## src/rtl/ntt_job_scheduler.sv

```systemverilog
// ntt_job_scheduler: queues host NTT/INTT/PWM jobs and sequences them one at a time onto the polytop core.
// Optional watchdog: define SCHED_TIMEOUT_EN to abort a run that exceeds TIMEOUT cycles.
module ntt_job_scheduler #(
    parameter int unsigned DEPTH   = 4,
    parameter int unsigned TAG_W   = 4,
    parameter int unsigned CNT_W   = 16,
    parameter int unsigned GAP_CYC = 4,
    parameter int unsigned TIMEOUT = 4000
) (
    input  logic             clk,
    input  logic             rst,
    input  logic             cmd_valid,
    output logic             cmd_ready,
    input  logic [1:0]       cmd_opcode,
    input  logic             cmd_mode,
    input  logic             cmd_offset,
    input  logic [TAG_W-1:0] cmd_tag,
    output logic [1:0]       core_opcode,
    output logic             core_mode,
    output logic             core_offset,
    output logic             core_start,
    input  logic             core_finish,
    output logic             rsp_valid,
    input  logic             rsp_ready,
    output logic [TAG_W-1:0] rsp_tag,
    output logic [1:0]       rsp_status,
    output logic [CNT_W-1:0] rsp_cycles,
    output logic             busy
);
    localparam int unsigned PTR_W  = $clog2(DEPTH);
    localparam int unsigned FCNT_W = PTR_W + 1;
    localparam int unsigned CMD_W  = TAG_W + 4;
    localparam int unsigned GAP_W  = $clog2(GAP_CYC + 1);

    localparam logic [1:0] OP_RSVD   = 2'b11;
    localparam logic [1:0] ST_OK     = 2'b00;
    localparam logic [1:0] ST_REJECT = 2'b10;

    typedef enum logic [2:0] {
        S_IDLE,
        S_LAUNCH,
        S_RUN,
        S_DRAIN,
        S_RESP
    } state_t;

    state_t             state_q, state_d;
    logic [PTR_W-1:0]   wr_ptr_q, wr_ptr_d;
    logic [PTR_W-1:0]   rd_ptr_q, rd_ptr_d;
    logic [FCNT_W-1:0]  count_q, count_d;
    logic [CMD_W-1:0]   mem_q [DEPTH];
    logic [1:0]         opcode_q, opcode_d;
    logic               mode_q, mode_d;
    logic               offset_q, offset_d;
    logic [TAG_W-1:0]   tag_q, tag_d;
    logic [1:0]         status_q, status_d;
    logic [CNT_W-1:0]   cycles_q, cycles_d;
    logic [CNT_W-1:0]   cnt_q, cnt_d;
    logic [GAP_W-1:0]   gap_q, gap_d;
    logic               start_q, start_d;
    logic               rsp_valid_q, rsp_valid_d;
    logic               busy_q, busy_d;

    logic               push;
    logic               pop;
    logic [CMD_W-1:0]   head;
    logic [CNT_W-1:0]   cnt_inc;

    // Ready is held low while reset is asserted so no command is taken before the FIFO is live.
    assign cmd_ready = rst && (count_q != FCNT_W'(DEPTH));
    assign push      = cmd_valid && cmd_ready;
    assign head      = mem_q[rd_ptr_q];
    assign cnt_inc   = (cnt_q == '1) ? cnt_q : cnt_q + CNT_W'(1);

`ifndef SCHED_TIMEOUT_EN
    logic [31:0] unused_timeout;
    assign unused_timeout = 32'(TIMEOUT);
`endif

    // Next-state, FIFO bookkeeping and job latching.
    always_comb begin
        state_d  = state_q;
        opcode_d = opcode_q;
        mode_d   = mode_q;
        offset_d = offset_q;
        tag_d    = tag_q;
        status_d = status_q;
        cycles_d = cycles_q;
        cnt_d    = cnt_q;
        gap_d    = gap_q;
        pop      = 1'b0;

        case (state_q)
            S_IDLE: begin
                if (count_q != '0) begin
                    pop   = 1'b1;
                    tag_d = head[TAG_W-1:0];
                    if (head[CMD_W-1:CMD_W-2] == OP_RSVD) begin
                        status_d = ST_REJECT;
                        cycles_d = '0;
                        state_d  = S_RESP;
                    end else begin
                        opcode_d = head[CMD_W-1:CMD_W-2];
                        mode_d   = head[TAG_W+1];
                        offset_d = head[TAG_W];
                        cnt_d    = CNT_W'(1);
                        state_d  = S_LAUNCH;
                    end
                end
            end
            S_LAUNCH: begin
                cnt_d   = cnt_inc;
                state_d = S_RUN;
            end
            S_RUN: begin
                if (core_finish) begin
                    status_d = ST_OK;
                    cycles_d = cnt_q;
                    gap_d    = '0;
                    state_d  = S_DRAIN;
`ifdef SCHED_TIMEOUT_EN
                end else if (cnt_q >= CNT_W'(TIMEOUT)) begin
                    status_d = 2'b01;
                    cycles_d = CNT_W'(TIMEOUT);
                    gap_d    = '0;
                    state_d  = S_DRAIN;
`endif
                end else begin
                    cnt_d = cnt_inc;
                end
            end
            S_DRAIN: begin
                if (gap_q == GAP_W'(GAP_CYC - 1)) begin
                    state_d = S_RESP;
                end else begin
                    gap_d = gap_q + GAP_W'(1);
                end
            end
            S_RESP: begin
                if (rsp_ready) begin
                    state_d = S_IDLE;
                end
            end
            default: state_d = S_IDLE;
        endcase

        wr_ptr_d    = push ? wr_ptr_q + PTR_W'(1) : wr_ptr_q;
        rd_ptr_d    = pop ? rd_ptr_q + PTR_W'(1) : rd_ptr_q;
        count_d     = count_q + FCNT_W'(push) - FCNT_W'(pop);
        start_d     = (state_d == S_LAUNCH);
        rsp_valid_d = (state_d == S_RESP);
        busy_d      = (state_d != S_IDLE);
    end

    // State and output registers.
    always_ff @(posedge clk or negedge rst) begin
        if (!rst) begin
            state_q     <= S_IDLE;
            wr_ptr_q    <= '0;
            rd_ptr_q    <= '0;
            count_q     <= '0;
            opcode_q    <= '0;
            mode_q      <= 1'b0;
            offset_q    <= 1'b0;
            tag_q       <= '0;
            status_q    <= '0;
            cycles_q    <= '0;
            cnt_q       <= '0;
            gap_q       <= '0;
            start_q     <= 1'b0;
            rsp_valid_q <= 1'b0;
            busy_q      <= 1'b0;
        end else begin
            state_q     <= state_d;
            wr_ptr_q    <= wr_ptr_d;
            rd_ptr_q    <= rd_ptr_d;
            count_q     <= count_d;
            opcode_q    <= opcode_d;
            mode_q      <= mode_d;
            offset_q    <= offset_d;
            tag_q       <= tag_d;
            status_q    <= status_d;
            cycles_q    <= cycles_d;
            cnt_q       <= cnt_d;
            gap_q       <= gap_d;
            start_q     <= start_d;
            rsp_valid_q <= rsp_valid_d;
            busy_q      <= busy_d;
        end
    end

    // Command storage, packed as {opcode, mode, offset, tag}.
    always_ff @(posedge clk or negedge rst) begin
        if (!rst) begin
            for (int i = 0; i < int'(DEPTH); i++) begin
                mem_q[i] <= '0;
            end
        end else if (push) begin
            mem_q[wr_ptr_q] <= {cmd_opcode, cmd_mode, cmd_offset, cmd_tag};
        end
    end

    assign core_opcode = opcode_q;
    assign core_mode   = mode_q;
    assign core_offset = offset_q;
    assign core_start  = start_q;
    assign rsp_valid   = rsp_valid_q;
    assign rsp_tag     = tag_q;
    assign rsp_status  = status_q;
    assign rsp_cycles  = cycles_q;
    assign busy        = busy_q;

endmodule

```

## config.mk

```make
export PLATFORM = sky130hd
export DESIGN_NAME = ntt_job_scheduler
export DESIGN_NICKNAME = d
export VERILOG_FILES = /design/src/rtl/ntt_job_scheduler.sv
export SDC_FILE = /design/constraint.sdc
export NUM_CORES = 1
export LEC_CHECK = 0
export ABC_AREA = 1
export BUFFER_PORTS_ARGS = -buffer_cell sky130_fd_sc_hd__buf_2
export CAP_MARGIN = 30
export CORE_UTILIZATION = 42
export CTS_CLUSTER_SIZE = 12
export DETAILED_ROUTE_END_ITERATION = 8
export GPL_TIMING_DRIVEN = 0
export PLACE_DENSITY = 0.69
export SYNTH_ARGS = -nofsm -noshare
export SYNTH_HDL_FRONTEND = slang
export SYNTH_SLANG_ARGS = --single-unit
```

## constraint.sdc

```tcl
create_clock -name clk -period 2.8 [get_ports clk]
set_input_delay 0 -clock clk [delete_from_list [all_inputs] [get_ports clk]]
set_output_delay 0 -clock clk [all_outputs]
set_load 0.03 [all_outputs]
```

==> results, run 1 <==
- The flow ran to the end, and the final reports show no timing, DRC or antenna violations.
- The final RePlAce weighted congestion is 0.8562.
- In this run the horizontal extent of the chip is 104.6 um.
- The kind of cell with the highest combined delay along the critical path is adder cells.
- By count the netlist is led by nand2_1, dfrtp_1, inv_1, o21ai_0, nor2_1.
- 43 I/O pins were placed.
- Counting every instance in the synthesized netlist gives 561.
- In this run, distinct cell masters in the synthesized netlist total 32.
- The clock latency on the worst-skew pair is 360 ps.
- The global-route total usage across every layer is 19.21%.
- For the final database, setup skew stands at 10.92 ps.
- The share of total power consumed by net switching is 43.65%.
- From synthesis to final layout, the design area changed by 16.57%.
- The most common cell in the netlist is nand2_1.
- The origin of the critical flop-to-flop path is state_q[2].
- The maximum level of the CTS H-tree is 3.
- Clock tree synthesis inserted a total of 9 buffers.
- The area used by multi-input combinational logic is 0.001852 mm2.
- The worst path buffer plus inverter count is 3.
- The critical path is of the reg2reg type.
- The worst-margin pin slew is 636.8 ps.
- The most used flip-flop cell after synthesis is dfrtp_1.
- In this run the post-CTS setup repair buffer count came out at 0.
- The final core area utilization is 50.11%.
- STA classifies the critical path endpoint as a register.
- Setup violations remaining at the end of the flow were counted as 0.
- In this run the most critical hold path is launched from cmd_valid.
- The kind of launch point of the worst setup path is a register.
- The area of the die is 0.01093 mm2.
- The internal power is 2.863 mW.
- The final count of hold timing violations came to 0.
- The critical path goes through nor2_1 -> nand2_1 -> nor2_2 -> buf_2 -> ha_1 -> inv_1 -> ha_1 -> inv_1 -> fa_1 -> xnor2_1 -> xor2_1.
- The via count of the first global-routing pass was 3622.
- The switching power is 2.218 mW.
- Cells with a size suffix above 1 make up 13.51% of the layout.
- After synthesis, the cell types taking the most area are dfrtp_1, nand2_1, o21ai_0, inv_1, nor2_1.
- The quantity of I/O buffers inserted on ports is 41.
- After detailed placement, the total cell area comes to 0.004823 mm2.
- Data arrives at the worst endpoint at 2810 ps.
- The number of buffers between clock root and the deepest sink is 2.
- For this design the static power due to leakage is 2.681 nW.
- Summing all flip-flop and latch instances after layout gives 0.002227 mm2.
- In this run the worst setup path begins at state_q[2].
- The total design power is 5.081 mW.
- For this design, the slowest cell found on the critical path is dfrtp_1.
- Summed over all layers, the routed wires come to 9.785 mm.
- The min-delay analysis places its worst path in the category in2reg.
- In this run, the number of DRC markers left after iteration 0 of detailed routing was 221.
- The remaining antenna violation count is 0.
- The share of synthesized registers carrying an async set or reset is 100.0%.
- The DRC violation count after routing is 0.
- Synthesis produced a netlist with a net count of 584.
- For the worst setup path, the data required time is 3080 ps.
- The final critical-path share of the clock period is 90.09%.
- After clock tree synthesis, the clock-pin slew on the worst setup and hold paths is 90 ps.
- Across the run, the number of max-cap violations was 0.
- After synthesis, the mean cell area works out to 7.875 um2.
- Derived from the worst setup path, the maximum achievable clock frequency is 396.4 MHz.
- Once layout is done, the placed cells without fillers occupy 0.005150 mm2.
- The number of enable-type register cells in the synthesized netlist is 0.
- The post-detailed-route via-to-cell ratio is 4.946.
- The first TritonRoute pass finished after 5 iterations.
- The share of power burned in registers is 38.0%.
- Sequential cells were found to cover 50.41% of the synthesized design area.
- The tightest hold margin is 64.70 ps.
- The first global-routing pass estimated 16.77 mm of wire.
- CTS saw 89 sinks.
- In this run the standard cell core region covers 0.01028 mm2.
- The die is 104.6 um tall.
- The dominant cell type by area after synthesis is dfrtp_1.
- The detailed-route via count is 3784.
- After filler insertion, the fill cell instance count of the layout stands at 1012.
- For this design the ratio of total power to cell area is 986.6 mW/mm2.
- The average routed wire per standard cell is 12.79 um.
- The top fanout value on the critical path is 10.
- The proportion of netlist area held by the largest area contributor is 50.41%.
- The share of total power dissipated in combinational logic is 44.0%.
- In this run the tightest slew margin relative to its limit is 57.39%.
- The cell sitting at the root of the clock tree is a clkbuf_8.
- The half-perimeter wire length of the detailed placement result is 6.956 mm.
- The clock group share of total power is 17.9%.
- The stage delay of the slowest cell on the critical path is 400 ps.
- The total number of yosys warnings is 0.
- Global routing finished with a remaining overflow of 0.
- For the final routed database, the setup TNS stands at 0 ps.
- The floorplan has 37 rows.
- In the final design database the tool counted 647 nets.
- The peak supply drop is 0.4485 mV.
- The largest net degree at the start of global routing is 53.
- The flip-flop and latch count after synthesis is 89.
- The count of pins over their slew limit is 0.
- The starting density of the core is 42.99%.
- 0 antenna diodes ended up in the layout.
- The cell area after synthesis is 0.004418 mm2.
- Setup repair after global routing left no endpoint under its margin.
- The initial antenna violation count is 0.
- For the finished layout, the period the worst path requires is 2523 ps.
- TritonCTS built the clock tree.
-- cells in the final DEF, fill, tap and decap left out, types with 2 or more instances in the layout --
master / n
o21ai_0: 52
nand4_1: 5
clkinv_2: 2
a21oi_1: 15
buf_6: 5
xor2_1: 6
a31oi_1: 5
nand2_4: 2
inv_2: 2
nor2_1: 42
dlygate4sd3_1: 10
ha_1: 9
clkbuf_8: 10
buf_2: 43
nand2_2: 4
nand2_1: 201
nor2_2: 4
dfrtp_1: 89
xnor2_1: 5
clkbuf_1: 8
inv_1: 57
o211ai_1: 3
nand3_1: 29
o21bai_1: 2
buf_4: 3
-- worst min-delay path: stages --
cell	delay, ps
buf_2	110
nand2_4	180
xor2_1	90
-- registers in the layout, indices dropped and copies added (netlist names), 3 cells and up --
signal,flops
rsp_cycles,16
cnt_q,16
count_q,3
state_q,3
gap_q,3
mem_q,32
rsp_tag,4
-- layout make-up --
| class | count | share of cell area (%) |
|---|---|---|
| flip-flops and latches | 89 | 43.25 |
| clock inverters | 6 | 1.263 |
| clock buffers | 10 | 2.672 |
| repair buffers | 53 | 6.900 |
| inverters | 59 | 4.300 |
| well taps | 136 | 3.304 |
| plain buffers | 19 | 2.357 |
| multi-input cells | 393 | 35.96 |
-- path summary, 6_finish.rpt --
path	end	depth (start not counted)	slack (ps)
max reg2reg	count_q[2]	11	280
min	wr_ptr_q[0]	3	60
max	count_q[2]	11	280
min reg2reg	rsp_cycles[6]	2	500
max in group asynchronous	cnt_q[12]	3	2360
min in group asynchronous	count_q[1]	3	160
-- timing repair --
item                       4_1_cts  5_1_grt
hold endpoints to repair        72        0
hold buffers                    11        0
gates resized for setup          0        2
setup endpoints to repair        0        1
-- metal layers --
| metal | share of wire, % | GRT usage [%] |
|---|---|---|
| met1 | 47 | 25.82 |
| met2 | 45 | 31.13 |
| met3 | 6.0 | 3.556 |
| met4 | 1.2 | 6.735 |
| met5 | 0 | 0 |
-- through the flow --
stage	worst slack (ps)	cells
2_1_floorplan	70.02	561
3_3_place_gp	-930.6	738
3_5_place_dp	-211.8	739
4_1_cts	18.54	766
5_1_grt	40.93	765
6_report	277.5	765
-- power by group through the flow --
stage          Clock [mW]  Sequential (mW)  Combinational (mW)
4_1_cts             0.933             1.93                2.24
2_1_floorplan           0             2.10                1.46
6_report            0.911             1.93                2.24
3_3_place_gp            0             1.94                2.14
3_5_place_dp            0             1.96                2.21
5_1_grt             0.982             1.99                2.54
-- cells by family after synthesis --
| family | synth area share, % |
|---|---|
| AND/OR/NAND/NOR | 27.02 |
| flip-flops | 50.41 |
| AO/OA/AOI/OAI | 9.459 |
| buffers and inverters | 7.845 |
| XOR/XNOR | 2.181 |
| adder cells (fa/ha/maj) | 3.002 |
| other | 0.08488 |
(Power assumes the default switching activity.)
==> run 2: changes to the inputs <==
--- a/config.mk
+++ b/config.mk
@@ -5,14 +5,13 @@
 export SDC_FILE = /design/constraint.sdc
 export NUM_CORES = 1
 export LEC_CHECK = 0
-export ABC_AREA = 1
 export BUFFER_PORTS_ARGS = -buffer_cell sky130_fd_sc_hd__buf_2
 export CAP_MARGIN = 30
+export CORE_MARGIN = 1.5
 export CORE_UTILIZATION = 42
 export CTS_CLUSTER_SIZE = 12
 export DETAILED_ROUTE_END_ITERATION = 8
 export GPL_TIMING_DRIVEN = 0
-export PLACE_DENSITY = 0.69
 export SYNTH_ARGS = -nofsm -noshare
 export SYNTH_HDL_FRONTEND = slang
 export SYNTH_SLANG_ARGS = --single-unit
==> run 2 against run 1 <==
Compared with the run above: register-to-register slack got worse by 90 ps; total power is 0.76% higher; global-route usage down 1.3 points; sequential cell count stayed put; sequential share of layout area up 1.6 points; combinational power barely moved; cell area fell by 3.5%; fmax decreased by 3.4%; largest cell class unchanged; sequential power is 4% higher; first-iteration DRC count shrank 52%.
==> results, run 2 <==
- The final critical-path share of the clock period is 93.25% (was 90.09%).
- The clock latency on the worst-skew pair is 360 ps (about the same).
- The quantity of I/O buffers inserted on ports is 41 (unchanged).
- The worst slew slack as a fraction of its limit came to 49.90% (was 57.39%).
- Outcome: finished clean (unchanged).
- The tightest hold margin is 31.96 ps (was 64.70 ps).
- The post-synthesis average cell area is 12.34 um2 (was 7.875 um2).
- The critical path's top delay family is adder cells (unchanged).
- The total CTS buffers came to 9 (unchanged).
- The achievable frequency is 383.0 MHz (was 396.4 MHz).
- The first-pass GRT wire length was 13.98 mm (was 16.77 mm).
- The half-perimeter wire length of the detailed placement result is 5.833 mm (was 6.956 mm).
- The areal power density over the cells is 1030 mW/mm2 (was 986.6 mW/mm2).
- The via count of the first global-routing pass is 2784 (was 3622).
- The final RePlAce weighted congestion is 0.8281 (was 0.8562).
- The setup slack of the most critical reg-to-reg path is 190 ps (was 280 ps).
- The area of the die is 0.01047 mm2 (was 0.01093 mm2).
- The largest net degree at the start of global routing was 64 (was 53).
- The total number of nets in the final design is 428 (was 647).
- The clock transition at the register clock pins on the worst setup and hold paths after CTS is 90 ps (about the same).
- The kind of launch point of the worst setup path is a register (unchanged).
- The aggregate global routing overflow is 0 (unchanged).
- Ordered cell list for the critical path: buf_4 -> or2_1 -> or3_1 -> inv_2 -> ha_1 -> inv_1 -> ha_1 -> inv_1 -> fa_1 -> xnor2_1 -> xnor2_1 (was nor2_1 -> nand2_1 -> nor2_2 -> buf_2 -> ha_1 -> inv_1 -> ha_1 -> inv_1 -> fa_1 -> xnor2_1 -> xor2_1).
- The total number of yosys warnings came to 0 (unchanged).
- The worst-margin pin slew was 747.0 ps (was 636.8 ps).
- The remaining antenna violation count was 0 (unchanged).
- The routed wire length is 8.673 mm (was 9.785 mm).
- The worst-case clock skew came to 12.57 ps (was 10.92 ps).
- Post-synth top cells: dfrtp_1, mux2_2, nand2_1, nor2_1, a22o_1 (was nand2_1, dfrtp_1, inv_1, o21ai_0, nor2_1).
- The first-pass detailed-route iteration total came to 4 (was 5).
- The worst path buffer plus inverter count is 4 (was 3).
- The setup TNS is 0 ps (unchanged).
- The static leakage power came to 2.348 nW (was 2.681 nW).
- The number of placed instances with taps included is 511 (was 739).
- The final number of setup-violating endpoints is 0 (unchanged).
- The proportion of netlist area held by the largest area contributor is 53.73% (was 50.41%).
- The top fanout value on the critical path came to 8 (was 10).
- The final period demand of the worst path is 2611 ps (was 2523 ps).
- The width of the chip is 102.3 um (was 104.6 um).
- The number of distinct standard cells referenced by the synthesized netlist came to 59 (was 32).
- The post-detailed-route via-to-cell ratio is 5.324 (was 4.946).
- The maximum level of the CTS H-tree is 3 (unchanged).
- The average routed wire per standard cell was 15.97 um (was 12.79 um).
- The global-route total usage across every layer is 17.89% (was 19.21%).
- The clock tree from TritonCTS is built (unchanged).
- The final count of hold timing violations is 0 (unchanged).
- The peak supply drop is 0.5269 mV (was 0.4485 mV).
- The dominant cell type by area after synthesis is dfrtp_1 (unchanged).
- Most used cells in the layout excluding fill and tap cells: dfrtp_1, buf_2, mux2_2 (was nand2_1, dfrtp_1, inv_1).
- The number of standard cells after synthesis is 336 (was 561).
- The ratio of cells with drive above 1 in the final layout was 29.76% (was 13.51%).
- The endpoint arrival time on the critical path is 2900 ps (was 2810 ps).
- The net count of the mapped netlist is 359 (was 584).
- The number of filler cells placed in the layout is 864 (was 1012).
- The vertical extent of the die is 102.3 um (was 104.6 um).
- The critical path data required time is 3090 ps (was 3080 ps).
- The flip-flop and latch count after synthesis is 89 (unchanged).
- Setup repair after global routing missed its margin: false (unchanged).
- The standard cell area after detailed placement is 0.004547 mm2 (was 0.004823 mm2).
- The fraction of the yosys area taken by sequential cells came to 53.73% (was 50.41%).
- The initial antenna violation count came to 0 (unchanged).
- The DRC violation count after routing is 0 (unchanged).
- The number of enable-type register cells in the synthesized netlist is 0 (unchanged).
- The initial DRC count came to 107 (was 221).
- The stage delay of the slowest cell on the critical path is 390 ps (was 400 ps).
- Top post-synthesis cells by area: dfrtp_1, mux2_2, mux4_1, a22o_1, nand2_1 (was dfrtp_1, nand2_1, o21ai_0, inv_1, nor2_1).
- The clock root buffer was clkbuf_8 (unchanged).
- The number of buffers between clock root and the deepest sink was 2 (unchanged).
- The count of pins over their slew limit is 0 (unchanged).
- The dominant register cell in the synthesized netlist is dfrtp_1 (unchanged).
- The total design power is 5.119 mW (was 5.081 mW).
- The type of the worst setup path is reg2reg (unchanged).
- The starting density of the core is 42.80% (was 42.99%).
- The area used by multi-input combinational logic is 0.001809 mm2 (was 0.001852 mm2).
- The class of the worst hold path is in2async (was in2reg).
- The number of top-level design ports is 43 (unchanged).
- The detailed-route via count is 2891 (was 3784).
- The core region area was 0.009684 mm2 (was 0.01028 mm2).
- The number of flip-flops under the largest register name is 32 (unchanged).
- The register with the highest flop count is mem_q (unchanged).
- The sink count of the clock tree is 89 (unchanged).
- The row count is 36 (was 37).
- The count of buffers added by post-CTS timing repair for setup is 0 (unchanged).
- The most common library cell in the layout ignoring fill and taps is dfrtp_1 (was nand2_1).
- The highest-delay cell along the critical path is or3_1 (was dfrtp_1).
- The kind of end point of the critical path is a register (unchanged).
- The antenna cell count came to 0 (unchanged).
- The flip-flop and latch area is 0.002227 mm2 (unchanged).
- The synthesis-to-layout area growth came to 19.86% (was 16.57%).
- The max-cap check violation count was 0 (unchanged).
- The cell area after synthesis was 0.004145 mm2 (was 0.004418 mm2).
- The most common cell in the netlist is dfrtp_1 (was nand2_1).
- The share of synthesized registers carrying an async set or reset is 100.0% (unchanged).
- The summed area of non-filler cells in the final layout is 0.004969 mm2 (was 0.005150 mm2).
- The final instance count without filler cells is 543 (was 765).
## run 2: cell count changes after synthesis, moves of 4 or more
cell,previous run,this run
nand2_2,5,0
nand2_1,201,32
nor2_1,43,19
a21oi_1,15,3
mux4_1,0,6
mux2_2,0,34
nand3_1,29,8
o31ai_1,1,8
xor2_1,6,1
a22o_1,0,17
o21ai_0,52,13
and3_1,0,4
inv_1,57,9
nor3_1,1,7
## run 2: worst min-delay path, cell delays in order
cell,delay (ps)
buf_4,110
buf_12,100
buf_12,90
buf_12,110
buf_16,110
buf_16,280
## run 2: final cells by class
class / count / share of cell area [%]
Clock inverter: 5 / 0.7555
Clock buffer: 11 / 3.047
Buffer: 13 / 1.612
Multi-Input combinational cell: 225 / 36.41
Inverter: 9 / 0.6799
Timing Repair Buffer: 58 / 9.318
Sequential cell: 89 / 44.83
Tap cell: 133 / 3.349
## run 2: cells by family after synthesis
| group | share of synthesized area (%) |
|---|---|
| XOR/XNOR | 1.268 |
| other | 0.09047 |
| adder cells (fa/ha/maj) | 3.200 |
| AO/OA/AOI/OAI | 12.74 |
| multiplexers | 14.13 |
| AND/OR/NAND/NOR | 12.10 |
| buffers and inverters | 2.747 |
| flip-flops | 53.73 |
## run 2: repair_timing
action,4_1_cts,5_1_grt
endpoints found under the setup margin,1,1
gates resized for setup,1,1
hold buffers,16,0
cloned,0,0
endpoints found under the hold margin,122,0
## run 2: per-layer routing
metal	vias up	part of all wire [%]	GRT usage [%]
met4	0	2.4	7.692
met1	1445	45	22.72
met3	15	3.2	3.899
li1	1381	-	-
met2	50	50	29.60
met5	-	0	0
## run 2: through the flow
| stage | setup WS [ps] | utilization (%) |
|---|---|---|
| after global placement | -885.1 | 46.64 |
| after CTS | 81.09 | 51.30 |
| after floorplan | 69.73 | - |
| after detailed placement | -26.85 | 46.95 |
| after global routing | 48.02 | 51.30 |
| final | 189.0 | 51.30 |
## run 2: path summary, 6_finish.rpt
path | to | from | cells after the start
worst max-delay path | count_q[2] | state_q[1] | 11
worst min-delay path | wr_ptr_q[0] | rst | 6
worst max register to register | count_q[2] | state_q[1] | 11
worst min register to register | rsp_tag[1] | rsp_tag[1] | 2
max in group asynchronous | rsp_cycles[6] | rst | 7
min in group clk | wr_ptr_q[0] | cmd_valid | 4
## run 2: power by group
part,internal [mW],switching [mW]
logic,0.992,1.27
registers,1.75,0.264
clock network,0.376,0.475
total,3.11,2.01
